[config.mk]
export PLATFORM = sky130hd
export DESIGN_NAME = lc3_mc_control_flat
export DESIGN_NICKNAME = d
export VERILOG_FILES = /design/src/rtl/lc3_mc_control_if.sv /design/src/rtl/lc3_mc_control.sv /design/src/flat_wrapper.sv
export SDC_FILE = /design/constraint.sdc
export NUM_CORES = 1
export LEC_CHECK = 0
export ABC_AREA = 1
export BUFFER_PORTS_ARGS = -buffer_cell sky130_fd_sc_hd__buf_2
export CORE_ASPECT_RATIO = 1.1
export CORE_MARGIN = 1
export CORE_UTILIZATION = 39
export CTS_CLUSTER_DIAMETER = 80
export DETAILED_ROUTE_END_ITERATION = 8
export GPL_TIMING_DRIVEN = 1
export HOLD_SLACK_MARGIN = 0.08
export PLACE_DENSITY_LB_ADDON = 0.12
export RECOVER_POWER = 100
export SLEW_MARGIN = 0
export SYNTH_ARGS = -nofsm -noshare
export SYNTH_HDL_FRONTEND = slang
export SYNTH_SLANG_ARGS = --single-unit
[constraint.sdc]
create_clock -name clk -period 1.43 [get_ports clk]
set_input_delay 0.286 -clock clk [delete_from_list [all_inputs] [get_ports clk]]
set_output_delay 0.286 -clock clk [all_outputs]
set_load 0.05 [all_outputs]
[src/rtl/lc3_mc_control_if.sv]
// Memory handshake between the LC-3 multicycle controller and the memory port.
interface lc3_mc_control_if;
    logic       mem_req;
    logic       mem_we;
    logic [1:0] addr_sel;
    logic       mem_ack;

    modport master (output mem_req, output mem_we, output addr_sel, input mem_ack);
    modport slave  (input mem_req, input mem_we, input addr_sel, output mem_ack);
endinterface

[src/rtl/lc3_mc_control.sv]
// LC-3 multicycle control unit: fetch/decode/execute/memory sequencing with
// per-access stall timeout, HALT and FAULT terminal states.
module lc3_mc_control #(
    parameter int unsigned MEM_TIMEOUT = 64
) (
    input  logic                    clk,
    input  logic                    rst,
    lc3_mc_control_if.master        mem,
    input  logic [15:0]             ir,
    input  logic [2:0]              nzp,
    output logic                    ir_ld,
    output logic                    pc_inc,
    output logic                    pc_ld,
    output logic                    pc_sel,
    output logic                    ptr_ld,
    output logic                    rf_we,
    output logic [2:0]              rf_waddr,
    output logic [2:0]              rf_raddr0,
    output logic [2:0]              rf_raddr1,
    output logic [1:0]              rf_wsel,
    output logic [1:0]              alu_op,
    output logic                    a_sel,
    output logic                    b_sel,
    output logic                    nzp_ld,
    output logic                    nzp_sel,
    output logic                    halted,
    output logic                    fault,
    output logic [2:0]              state_dbg
);
    localparam int unsigned CW = (MEM_TIMEOUT > 1) ? $clog2(MEM_TIMEOUT) : 1;
    localparam bit          TO_EN = (MEM_TIMEOUT != 0);
    localparam logic [CW-1:0] CNT_LAST = (MEM_TIMEOUT > 0) ? CW'(MEM_TIMEOUT - 1) : '0;

    typedef enum logic [2:0] {
        S_FETCH  = 3'd0,
        S_DECODE = 3'd1,
        S_EXEC   = 3'd2,
        S_MEM1   = 3'd3,
        S_MEM2   = 3'd4,
        S_HALT   = 3'd5,
        S_FAULT  = 3'd6
    } state_t;

    localparam logic [3:0] OP_BR  = 4'b0000, OP_ADD = 4'b0001, OP_LD  = 4'b0010,
                           OP_ST  = 4'b0011, OP_JSR = 4'b0100, OP_AND = 4'b0101,
                           OP_LDR = 4'b0110, OP_STR = 4'b0111, OP_RTI = 4'b1000,
                           OP_NOT = 4'b1001, OP_LDI = 4'b1010, OP_STI = 4'b1011,
                           OP_JMP = 4'b1100, OP_RES = 4'b1101, OP_LEA = 4'b1110,
                           OP_TRP = 4'b1111;

    localparam logic [1:0] ALU_ADD = 2'd0, ALU_AND = 2'd1, ALU_NOT = 2'd3;
    localparam logic [1:0] ADDR_PC = 2'd0, ADDR_EA = 2'd1, ADDR_PTR = 2'd2;
    localparam logic [1:0] WSEL_PC = 2'd0, WSEL_MEM = 2'd1, WSEL_ALU = 2'd2;

    state_t        state_q, state_d;
    logic [CW-1:0] cnt_q;
    logic [3:0]    op;
    logic          in_mem, stall, timeout, br_taken, is_mem_op, is_ind, is_load;
    logic          unused_ir;

    assign op        = ir[15:12];
    assign unused_ir = ^ir[4:3];
    assign in_mem    = (state_q == S_FETCH) || (state_q == S_MEM1) || (state_q == S_MEM2);
    assign stall     = in_mem && !mem.mem_ack;
    assign timeout   = TO_EN && stall && (cnt_q == CNT_LAST);
    assign br_taken  = (ir[11] & nzp[2]) | (ir[10] & nzp[1]) | (ir[9] & nzp[0]);
    assign is_mem_op = op inside {OP_LD, OP_LDR, OP_LDI, OP_ST, OP_STR, OP_STI};
    assign is_ind    = (op == OP_LDI) || (op == OP_STI);
    assign is_load   = (op == OP_LD) || (op == OP_LDR);
    assign state_dbg = state_q;

    // State register
    always_ff @(posedge clk) begin
        if (rst) state_q <= S_FETCH;
        else     state_q <= state_d;
    end

    // Stall counter: restarts on every new access and on each acknowledge
    always_ff @(posedge clk) begin
        if (rst || !stall || (state_d != state_q)) cnt_q <= '0;
        else                                       cnt_q <= cnt_q + CW'(1);
    end

    // Next-state logic
    always_comb begin
        state_d = state_q;
        case (state_q)
            S_FETCH:  if (mem.mem_ack) state_d = S_DECODE;
            S_DECODE: begin
                if (op == OP_TRP)                        state_d = S_HALT;
                else if ((op == OP_RTI) || (op == OP_RES)) state_d = S_FAULT;
                else                                     state_d = S_EXEC;
            end
            S_EXEC:   state_d = is_mem_op ? S_MEM1 : S_FETCH;
            S_MEM1:   if (mem.mem_ack) state_d = is_ind ? S_MEM2 : S_FETCH;
            S_MEM2:   if (mem.mem_ack) state_d = S_FETCH;
            S_HALT:   state_d = S_HALT;
            default:  state_d = S_FAULT;
        endcase
        if (timeout) state_d = S_FAULT;
    end

    // Output decode
    always_comb begin
        mem.mem_req  = 1'b0;
        mem.mem_we   = 1'b0;
        mem.addr_sel = ADDR_PC;
        ir_ld = 1'b0;  pc_inc = 1'b0;  pc_ld = 1'b0;  pc_sel = 1'b0;  ptr_ld = 1'b0;
        rf_we = 1'b0;  rf_waddr = 3'd0; rf_raddr0 = 3'd0; rf_raddr1 = 3'd0; rf_wsel = WSEL_PC;
        alu_op = ALU_ADD; a_sel = 1'b0; b_sel = 1'b0; nzp_ld = 1'b0; nzp_sel = 1'b0;
        halted = 1'b0; fault = 1'b0;
        case (state_q)
            S_FETCH: begin
                mem.mem_req = 1'b1;
                if (mem.mem_ack) begin
                    ir_ld  = 1'b1;
                    pc_inc = 1'b1;
                end
            end
            S_DECODE: ;
            S_EXEC: begin
                case (op)
                    OP_ADD, OP_AND, OP_NOT: begin
                        rf_we     = 1'b1;
                        nzp_ld    = 1'b1;
                        rf_waddr  = ir[11:9];
                        rf_raddr0 = ir[8:6];
                        rf_raddr1 = ir[2:0];
                        a_sel     = 1'b1;
                        b_sel     = ir[5];
                        alu_op    = (op == OP_ADD) ? ALU_ADD : (op == OP_AND) ? ALU_AND : ALU_NOT;
                    end
                    OP_BR:  pc_ld = br_taken;
                    OP_JMP: begin
                        pc_ld     = 1'b1;
                        pc_sel    = 1'b1;
                        rf_raddr0 = ir[8:6];
                    end
                    // R7 captures the pre-jump PC on the same edge the PC is reloaded
                    OP_JSR: begin
                        rf_we     = 1'b1;
                        rf_waddr  = 3'd7;
                        rf_wsel   = WSEL_PC;
                        pc_ld     = 1'b1;
                        pc_sel    = ~ir[11];
                        rf_raddr0 = ir[8:6];
                    end
                    OP_LEA: begin
                        rf_we    = 1'b1;
                        rf_wsel  = WSEL_ALU;
                        b_sel    = 1'b1;
                        alu_op   = ALU_ADD;
                        rf_waddr = ir[11:9];
                    end
                    default: ;
                endcase
            end
            S_MEM1: begin
                mem.mem_req  = 1'b1;
                mem.addr_sel = ADDR_EA;
                mem.mem_we   = (op == OP_ST) || (op == OP_STR);
                rf_raddr0    = ir[8:6];
                rf_raddr1    = ir[11:9];
                if (mem.mem_ack) begin
                    if (is_load) begin
                        rf_we    = 1'b1;
                        rf_wsel  = WSEL_MEM;
                        rf_waddr = ir[11:9];
                        nzp_ld   = 1'b1;
                        nzp_sel  = 1'b1;
                    end
                    ptr_ld = is_ind;
                end
            end
            S_MEM2: begin
                mem.mem_req  = 1'b1;
                mem.addr_sel = ADDR_PTR;
                mem.mem_we   = (op == OP_STI);
                if (mem.mem_ack && (op == OP_LDI)) begin
                    rf_we    = 1'b1;
                    rf_wsel  = WSEL_MEM;
                    rf_waddr = ir[11:9];
                    nzp_ld   = 1'b1;
                    nzp_sel  = 1'b1;
                end
            end
            S_HALT:  halted = 1'b1;
            default: fault  = 1'b1;
        endcase
    end
endmodule

[src/flat_wrapper.sv]
// flat-port wrapper written by rule: the top's interface ports become plain ports
module lc3_mc_control_flat 
#(
    parameter int unsigned MEM_TIMEOUT = 64
)
  (clk, rst, ir, nzp, ir_ld, pc_inc, pc_ld, pc_sel, ptr_ld, rf_we, rf_waddr, rf_raddr0, rf_raddr1, rf_wsel, alu_op, a_sel, b_sel, nzp_ld, nzp_sel, halted, fault, state_dbg, mem_mem_req, mem_mem_we, mem_addr_sel, mem_mem_ack);
  lc3_mc_control_if mem_i ();
  input  logic clk;
  input  logic rst;
  input  logic [15:0] ir;
  input  logic [2:0] nzp;
  output logic ir_ld;
  output logic pc_inc;
  output logic pc_ld;
  output logic pc_sel;
  output logic ptr_ld;
  output logic rf_we;
  output logic [2:0] rf_waddr;
  output logic [2:0] rf_raddr0;
  output logic [2:0] rf_raddr1;
  output logic [1:0] rf_wsel;
  output logic [1:0] alu_op;
  output logic a_sel;
  output logic b_sel;
  output logic nzp_ld;
  output logic nzp_sel;
  output logic halted;
  output logic fault;
  output logic [2:0] state_dbg;
  output wire logic [$bits(mem_i.mem_req)-1:0] mem_mem_req;
  output wire logic [$bits(mem_i.mem_we)-1:0] mem_mem_we;
  output wire logic [$bits(mem_i.addr_sel)-1:0] mem_addr_sel;
  input wire logic [$bits(mem_i.mem_ack)-1:0] mem_mem_ack;
  assign mem_mem_req = mem_i.mem_req;
  assign mem_mem_we = mem_i.mem_we;
  assign mem_addr_sel = mem_i.addr_sel;
  assign mem_i.mem_ack = mem_mem_ack;
  lc3_mc_control #(.MEM_TIMEOUT(MEM_TIMEOUT)) u_core (.clk(clk), .rst(rst), .mem(mem_i), .ir(ir), .nzp(nzp), .ir_ld(ir_ld), .pc_inc(pc_inc), .pc_ld(pc_ld), .pc_sel(pc_sel), .ptr_ld(ptr_ld), .rf_we(rf_we), .rf_waddr(rf_waddr), .rf_raddr0(rf_raddr0), .rf_raddr1(rf_raddr1), .rf_wsel(rf_wsel), .alu_op(alu_op), .a_sel(a_sel), .b_sel(b_sel), .nzp_ld(nzp_ld), .nzp_sel(nzp_sel), .halted(halted), .fault(fault), .state_dbg(state_dbg));
endmodule
==> results.toml, run 1 <==
[run_status]
status = "finished, violations left"
violations = "setup timing"

[cells_and_area]
nets = 268
antenna_cells = 0
final_common_cell = "buf_4"
final_cell_mix = "buf_4, buf_6, inv_1, buf_2, nand2_1"
layout-drive-gt1-share = 0.738
areaGrowthSynthToFinish_pct = 128
stdcell_count = 274

[cts]
cts_max_level = 1
path_clk_slew_ps = 60
root_buffer = "clkbuf_4"
cts_buffers = 3
cts_tree = "done"
ctsLongestPathBuffers = 2
clock_latency_ps = 260
postCtsHoldBufs = 0
clkSinkCount = 9

[die]
rows = 18
start_util = 0.419
core_area_um2 = 2270
ios = 54
fp.dieW_um = 49.1
dieArea_um2 = 2650
die_h_um = 53.9

[route]
first_pass_iters = 4
drcViolationCount = 0
routed-via-count = 1627
wl_per_cell_um = 22.2
drt_iter0_drc = 87
viasPerCell = 5.94
wirelength_um = 6070
postRouteAntennaNets = 0

[placement]
place_hpwl_um = 2630
routabilityCongestion = 0.825
io_buffers = 51
dp.cells = 256

[setup_path]
critical_path_class = "register to output pin"
critPathTopFamily = "buffers and inverters"
end_kind = "output pin"
cp_slowest_cell = "dfxtp_4"
cpPeakStageDelay_ps = 390
cp_common_cell = "nor2_4"
arrival_ps = 1690
crit_fanout = 7
required_ps = 1140
cp-start-kind = "register"
crit_buf_inv = 4
crit_chain = "inv_6, nand2_2, nor2_4, buf_12, nand2_4, clkinvlp_4, nor2_4, nor2_4, buf_6"

[yosys]
syn_nets = 170
synth.avg_cell_area_um2 = 6.49
ys_types = 31
syn_inst = 147
synthTopCellsByArea = "dfxtp_1, inv_1, nand2_1"
ys_ff_latch = 9
seq_area_frac_synth = 0.189
synth_top_area_share = 0.189
synth_top_area_cell = "dfxtp_1"
synth_warnings = 0
synth_area_um2 = 953

[timing]
fmax_mhz = 505
relSlewSlack = 0.762
tns_ps = -12570
rsz0062_at_grt = "yes"
min_period_over_period = 1.38
hold_viol = 0
finalMaxSlewViolations = 0
setup_viol = 38
clock_skew_ps = 2.13
tightest_slew_ps = 356
worst_slack_ps = -549
min_period_ps = 1980

[global_routing]
antenna_found_initial = 0
grt.overflow.total = 0
grt_pass1_wl_um = 6710
grt_max_degree = 8
grt_pass1_vias = 1493
grt_util_all_layers = 0.337

[min_path]
hp-class = "input port to register"

[power]
cellPowerDensity_nw_per_um2 = 509
peakVddDrop_mv = 0.687
p_leak_uw = 0.00101

[run]
drv_cap = 0
[final cells by class]
cell class	count	area (µm²)
tap	30	37.5
multi-input combinational	105	968
timing repair buffer	95	813
fill	55	97.6
inverter	31	140
sequential	9	191
clock buffer	4	26.3
[power breakdown]
group | switching, µW | internal [µW] | total [µW] | leakage, µW
logic | 396 | 235 | 632 | 0.000920
registers | 17.6 | 260 | 277 | 0.0000752
clock network | 91.3 | 108 | 199 | 0.0000150
[repair_timing]
item	in CTS	in global routing
pin swaps	17	9
buffers inserted	9	8
endpoints found under the setup margin	35	37
gates resized for setup	81	18
[worst reg2reg max path, delay by kind of cell, from the launching register on]
kind / cells / cell delay [ps]
buffers and inverters: 5 / 580
AOI/OAI and AO/OA: 1 / 130
DFF: 1 / 390
and+or+nand+nor: 6 / 530
[cell families after synthesis]
logic type | Yosys count | share of synthesized area
DFF | 9 | 0.189
AOI/OAI and AO/OA | 20 | 0.148
xor gates and xnor gates | 4 | 0.0368
adders and majority gates | 1 | 0.0131
and+or+nand+nor | 80 | 0.467
buffers and inverters | 33 | 0.146
[stage by stage]
| step | hold slack (ps) | total power (µW) | setup slack, ps | util | instance area (µm²) |
|---|---|---|---|---|---|
| detailed placement | 486 | 727 | -567 | 0.748 | 1700 |
| global route | 245 | 1140 | -586 | 0.957 | 2180 |
| global placement | 484 | 713 | -483 | 0.748 | 1700 |
| floorplan | 345 | 584 | -491 | - | 1210 |
| CTS | 218 | 999 | -448 | 0.898 | 2040 |
| finish | 237 | 1110 | -549 | 0.957 | 2180 |
[layer usage]
| metal | global-route usage | up-vias | routed length (µm) |
|---|---|---|---|
| li1 | - | 657 | - |
| met1 | 0.307 | 740 | 1820 |
| met2 | 0.674 | 167 | 3030 |
| met3 | 0.0621 | 63 | 497 |
| met4 | 0.260 | 0 | 727 |
| met5 | 0 | - | 0 |
[cell usage after synthesis, drive strengths merged]
master   n
a21oi    9
a31oi    2
and2     1
buf      2
clkinv   1
dfxtp    9
ha       1
inv     30
nand2   37
nand3   12
nor2    22
nor3     8
o211ai   2
o21ai    3
o21bai   1
o22ai    2
o31ai    1
xnor2    2
xor2     2
[worst paths after layout]
| path | cells past startpoint | from | slack [ps] | endpoint |
|---|---|---|---|---|
| worst min register to register | 2 | u_core.cnt_q[0]$_SDFF_PP0_ | 570 | u_core.cnt_q[0]$_SDFF_PP0_ |
| worst min-delay path | 2 | rst | 240 | u_core.state_dbg[2]$_SDFF_PP0_ |
| worst max register to register | 12 | u_core.state_dbg[2]$_SDFF_PP0_ | -270 | u_core.cnt_q[0]$_SDFF_PP0_ |
| worst max-delay path | 9 | u_core.state_dbg[2]$_SDFF_PP0_ | -550 | rf_raddr0[0] |
[flip-flops by register name, summed over array words and instances, names as in the netlist]
name,cells
u_core.state_dbg,3
u_core.cnt_q,6
Note: power is estimated with default switching activity, not from simulation.
==> inputs of run 2 (changes only) <==
--- a/config.mk
+++ b/config.mk
@@ -6,7 +6,7 @@
 export NUM_CORES = 1
 export LEC_CHECK = 0
 export ABC_AREA = 1
-export BUFFER_PORTS_ARGS = -buffer_cell sky130_fd_sc_hd__buf_2
+export BUFFER_PORTS_ARGS = -buffer_cell sky130_fd_sc_hd__buf_4
 export CORE_ASPECT_RATIO = 1.1
 export CORE_MARGIN = 1
 export CORE_UTILIZATION = 39
==> run 2 against run 1 <==
Against the previous run:
- the run now fails in 4_1_cts
- synthesized cell count unchanged
- area after synthesis unchanged
==> results.toml, run 2 <==
[cts]
cts_setup_buffers = 17
root_buffer = "clkbuf_4"
cts_buffers = 3
cts_resized = 74
clkSinkCount = 9
ctsLongestPathBuffers = 2
cts_max_level = 1
postCtsHoldBufs = 0

[yosys]
synth_top_area_cell = "dfxtp_1"
synth_edf_count = 0
synthMuxAreaShare = 0
synth-simple-area-share = 0.467
seq_area_frac_synth = 0.189
synthTopCellsByArea = "dfxtp_1, inv_1, nand2_1"
synth_compound_area_frac = 0.148
synth_commonest_cells = "inv_1, nand2_1, nor2_1"
syn_nets = 170
ys_ff_latch = 9
synth.avg_cell_area_um2 = 6.49
synth_warnings = 0
synthFlopType = "dfxtp_1"
synth_xor_xnor_area_share = 0.0367
async_flop_share = 0
synth_top_area_share = 0.189
synth_adder_area_share = 0.0131
ys_types = 31
synth_top_family_by_area = "simple AND/OR/NAND/NOR gates"
syn_inst = 147
synth_area_um2 = 953

[die]
start_util = 0.419
ios = 54
rows = 18
fp.dieW_um = 49.1
die_h_um = 53.9

[placement]
routabilityCongestion = 0.794
io_buffers = 51
place_hpwl_um = 2690

[run_status]
status = "stopped before the end"
failed_stage = "4_1_cts"
error_line = "[ERROR DPL-0033] detailed placement checks failed during check placement."
run 2: stage by stage:
stage          cell area [µm²]  setup WS, ps  TNS [ps]  std cells
2_1_floorplan             1210          -491     -8590        147
3_3_place_gp              1830          -474     -5640        256
3_5_place_dp              1830          -495     -6310        256
run 2: kinds of logic after synthesis:
| kind of cell | count (synthesis) |
|---|---|
| AO/OA/AOI/OAI | 20 |
| XOR/XNOR | 4 |
| adder cells (fa/ha/maj) | 1 |
| buffers and inverters | 33 |
| flip-flops | 9 |
| AND/OR/NAND/NOR | 80 |
==> inputs of run 3 (changes only) <==
--- a/config.mk
+++ b/config.mk
@@ -7,14 +7,11 @@
 export LEC_CHECK = 0
 export ABC_AREA = 1
 export BUFFER_PORTS_ARGS = -buffer_cell sky130_fd_sc_hd__buf_4
-export CORE_ASPECT_RATIO = 1.1
-export CORE_MARGIN = 1
-export CORE_UTILIZATION = 39
-export CTS_CLUSTER_DIAMETER = 80
+export CORE_AREA = 2 2 63 65
 export DETAILED_ROUTE_END_ITERATION = 8
+export DIE_AREA = 0 0 65 67
 export GPL_TIMING_DRIVEN = 1
-export HOLD_SLACK_MARGIN = 0.08
-export PLACE_DENSITY_LB_ADDON = 0.12
+export PLACE_DENSITY_LB_ADDON = 0.15
 export RECOVER_POWER = 100
 export SLEW_MARGIN = 0
 export SYNTH_ARGS = -nofsm -noshare
==> constraint.sdc (replaced) <==
create_clock -name clk -period 1.9 [get_ports clk]
set_input_delay 0.38 -clock clk [delete_from_list [all_inputs] [get_ports clk]]
set_output_delay 0.38 -clock clk [all_outputs]
set_load 0.05 [all_outputs]
==> run 3 against run 2 <==
Against the previous run:
- the flow now finishes without violations
==> results.toml, run 3 (same netlist as run 1, synthesis figures left out) <==
[run]
drv_cap = 0

[route]
routed-via-count = 1194
wl_met3_um = 182
postRouteAntennaNets = 0
met1Wirelength_um = 1370
wirelength_um = 3080
first_pass_iters = 4
routed.top_layer = "met4"
wl_met2_um = 1520
drcViolationCount = 0
wl_per_cell_um = 11.3
viasPerCell = 4.37
drt_iter0_drc = 15

[setup_path]
cpPeakStageDelay_ps = 360
required_ps = 1520
arrival_ps = 1510
reg2reg_to = "u_core.cnt_q[5]$_SDFF_PP0_"
crit_fanout = 4
r2r-start = "u_core.cnt_q[0]$_SDFF_PP0_"
critical_path_class = "register to output pin"
end_kind = "output pin"
reg2reg_slack_ps = 110
crit_chain = "inv_6, nand3_4, o22ai_4, nand3_4, nand2_4, inv_4, a21oi_4, buf_6"
crit_path_start = "u_core.state_dbg[2]$_SDFF_PP0_"
cp-start-kind = "register"
cp_common_cell = "nand3_4"
cp_slowest_cell = "dfxtp_4"
rr_worst_depth = 10

[power]
cellPowerDensity_nw_per_um2 = 425
power_uw = 767
p_leak_uw = 0.000869
peakVddDrop_mv = 0.323

[min_path]
whs_endpoint = "u_core.state_dbg[1]$_SDFF_PP0_"
hp-class = "input port to register"
min_from = "rst"
worstHoldPathCells = 2

[cells_and_area]
antenna_cells = 0
areaGrowthSynthToFinish_pct = 89.2
largest_reg_flops = 6
regArea_um2 = 191
multi_input_area_um2 = 795
layout-drive-gt1-share = 0.627
filler_cell_count = 383
final_common_cell = "buf_4"
final_util = 0.500
regMostFlops = "u_core.cnt_q"
final_cell_mix = "buf_4, inv_1, nand2_1, buf_6"
nets = 249

[timing]
tns_ps = 0
finalMaxSlewViolations = 0
worst_slack_ps = 12.7
min_period_ps = 1890
rsz0062_at_grt = "yes"
min_period_over_period = 0.993
clock_skew_ps = 0.405
fmax_mhz = 530
relSlewSlack = 0.608
tightest_slew_ps = 590
hold_viol = 0
hold_ws_ps = 331
setup_viol = 0

[placement]
place_hpwl_um = 2440
routabilityCongestion = 0.836
io_buffers = 51
preCtsSetupSlack_ps = -90.1

[global_routing]
grt_util_all_layers = 0.144
antenna_found_initial = 0
grt.overflow.total = 0
grt_pass1_wl_um = 5050
grt_pass1_vias = 1169
grt_max_degree = 8

[cts]
path_clk_slew_ps = 40
cts_tree = "done"
clock_latency_ps = 230
cts_buffers = 3
clkSinkCount = 9
ctsLongestPathBuffers = 2
root_buffer = "clkbuf_8"
cts_max_level = 1

[die]
start_util = 0.264
die_h_um = 67
fp.dieW_um = 65
dieArea_um2 = 4360
core_area_um2 = 3610
ios = 54
rows = 22

[run_status]
status = "finished clean"
## run 3: per-stage QoR
step | cells | cell area (µm²)
6_report | 273 | 1800
4_1_cts | 272 | 1800
5_1_grt | 273 | 1800
2_1_floorplan | 147 | 1110
3_5_place_dp | 256 | 1620
3_3_place_gp | 256 | 1620
## run 3: metal layers
| layer | vias to the layer above | global-route usage |
|---|---|---|
| met4 | 0 | 0.0213 |
| met5 | - | 0 |
| met3 | 4 | 0.0253 |
| met2 | 39 | 0.273 |
| met1 | 535 | 0.172 |
| li1 | 616 | - |
## run 3: worst max-delay path, delay by kind of cell (launching register included)
kind	cells	cell delay (ps)
AO/OA/AOI/OAI	2	330
buffers and inverters	3	300
flip-flops	1	360
AND/OR/NAND/NOR	3	290
## run 3: layout make-up
| cell class | count | area share |
|---|---|---|
| flip-flops and latches | 9 | 0.106 |
| multi-input cells | 105 | 0.440 |
| inverters | 31 | 0.0721 |
| repair buffers | 76 | 0.323 |
| well taps | 48 | 0.0333 |
| clock buffers | 4 | 0.0250 |
## run 3: repair_timing
action	CTS	global route
setup endpoints to repair	11	17
hold buffers	0	0
resized for setup	11	8
pin swaps	5	4
buffers inserted	12	1
## run 3: how the worst max path moves through the flow
stage	slack, ps	end	depth (start not counted)
5_1_grt	-60	rf_waddr[1]	8
3_5_place_dp	-90	rf_waddr[2]	9
4_1_cts	-2	rf_waddr[2]	8
2_1_floorplan	-140	rf_waddr[1]	8
6_report	10	rf_waddr[2]	8
3_3_place_gp	-60	rf_waddr[1]	9
## run 3: power by group
part	internal (µW)	switching, µW
Combinational	125	211
Clock	146	74.4
Sequential	196	14.7
==> inputs of run 4 (changes only) <==
==> constraint.sdc (replaced) <==
create_clock -name clk -period 2.3 [get_ports clk]
set_input_delay 0.46 -clock clk [delete_from_list [all_inputs] [get_ports clk]]
set_output_delay 0.46 -clock clk [all_outputs]
set_load 0.05 [all_outputs]
==> run 4 against run 3 <==
Against the previous run:
- highest routed layer is now met3
- via count down 8.4%
- die area stayed put
- final area decreased by 22%
- utilization is 11 points lower
- critical path depth fell by 1
==> results.toml, run 4 (same netlist as run 1, synthesis figures left out) <==
[timing]
rsz0062_at_grt = "no"
hold_viol = 0
relSlewSlack = 0.603
setup_viol = 0
min_period_over_period = 0.921
tightest_slew_ps = 598
finalMaxSlewViolations = 0
tns_ps = 0
min_period_ps = 2120
clock_skew_ps = 1.68
fmax_mhz = 472

[die]
ios = 54
die_h_um = 67
rows = 22
core_area_um2 = 3610
dieArea_um2 = 4360
fp.dieW_um = 65
start_util = 0.264

[setup_path]
path_depth = 7
cp_common_cell = "nor2_2"
end_kind = "output pin"
critPathTopFamily = "simple AND/OR/NAND/NOR gates"
cpPeakStageDelay_ps = 420
cp-start-kind = "register"
crit_chain = "nand2_1, nor2_2, nand2_1, clkinvlp_4, nor2_2, nor2_2, buf_4"
required_ps = 1840
rr_worst_depth = 10
crit_fanout = 8
arrival_ps = 1660
cp_slowest_cell = "dfxtp_2"
critical_path_class = "register to output pin"
crit_buf_inv = 2

[placement]
io_buffers = 51
routabilityCongestion = 0.805
dp.cells = 247
place_hpwl_um = 2300

[cells_and_area]
final_util = 0.391
regMostFlops = "u_core.cnt_q"
layout-drive-gt1-share = 0.453
final_common_cell = "buf_4"
filler_cell_count = 414
largest_reg_flops = 6
antenna_cells = 0
stdcell_count = 251
areaGrowthSynthToFinish_pct = 48.0
nets = 227
final_cell_mix = "buf_4, nand2_1, inv_1, nor2_1, clkbuf_1"

[power]
p_leak_uw = 0.000706
power_frac_comb = 0.387
clockPowerShare = 0.312
peakVddDrop_mv = 0.491
seqPwrFrac = 0.302
power_uw = 574
power_switching_uw = 220
cellPowerDensity_nw_per_um2 = 407
swShare = 0.382
p_int_uw = 355

[min_path]
worstHoldPathCells = 2
hp-class = "input port to register"

[cts]
root_buffer = "clkbuf_8"
cts_setup_buffers = 0
cts_tree = "done"
cts_resized = 0
path_clk_slew_ps = 50
clkSinkCount = 9
clock_latency_ps = 220
cts_buffers = 3
postCtsHoldBufs = 0
cts_max_level = 1
ctsLongestPathBuffers = 2

[run]
drv_cap = 0

[route]
drt_iter0_drc = 28
wirelength_um = 2670
routed-via-count = 1094
viasPerCell = 4.36
postRouteAntennaNets = 0
drcViolationCount = 0
first_pass_iters = 2
wl_per_cell_um = 10.6

[global_routing]
grt.overflow.total = 0
grtUsageMet1 = 0.166
grt_max_degree = 9
grt_pass1_vias = 1056
grt-busiest-layer = "met2"
antenna_found_initial = 0
grt_util_all_layers = 0.128
grtUsageMet3 = 0.0236
grt_pass1_wl_um = 4570
grt_util_met2 = 0.228

[run_status]
status = "finished clean"
## run 4: changes by cell type in the layout (fill, tap and decap cells not counted), sizes merged
| cell | before | now |
|---|---|---|
| clkbuf | 17 | 28 |
| buf | 63 | 30 |
## run 4: path summary, 6_finish.rpt
path                             startpoint                        endpoint  slack, ps
max          u_core.state_dbg[1]$_SDFF_PP0_                    rf_raddr0[0]        180
min                                     rst  u_core.state_dbg[0]$_SDFF_PP0_        420
max reg2reg      u_core.cnt_q[0]$_SDFF_PP0_      u_core.cnt_q[2]$_SDFF_PP0_        510
min reg2reg      u_core.cnt_q[0]$_SDFF_PP0_      u_core.cnt_q[0]$_SDFF_PP0_        460
## run 4: power groups by stage
| stage | Sequential [µW] | Combinational, µW | Clock (µW) |
|---|---|---|---|
| 2_1_floorplan | 187 | 152 | 0 |
| 3_3_place_gp | 176 | 237 | 0 |
| 3_5_place_dp | 176 | 238 | 0 |
| 4_1_cts | 173 | 239 | 183 |
| 5_1_grt | 174 | 241 | 199 |
| 6_report | 173 | 222 | 179 |
## run 4: area by class of cell
class                   instances  area, µm²  share of cell area
clock buffers                   4       45.0              0.0319
inverters                      31        123              0.0869
multi-input cells             105        661               0.468
flip-flops and latches          9        184               0.130
well taps                      48       60.1              0.0426
repair buffers                 54        339               0.240
## run 4: stage by stage
stage	hold slack (ps)	worst slack, ps	instance area, µm²
after floorplan	439	-28.6	1030
after global placement	454	203	1470
after detailed placement	462	199	1470
after CTS	416	173	1520
after global routing	412	15.0	1410
final	419	181	1410
## run 4: metal layers
metal	vias up	routed length (µm)
met5	-	0
met1	484	1210
met4	0	0
met3	0	233
li1	573	-
met2	37	1220
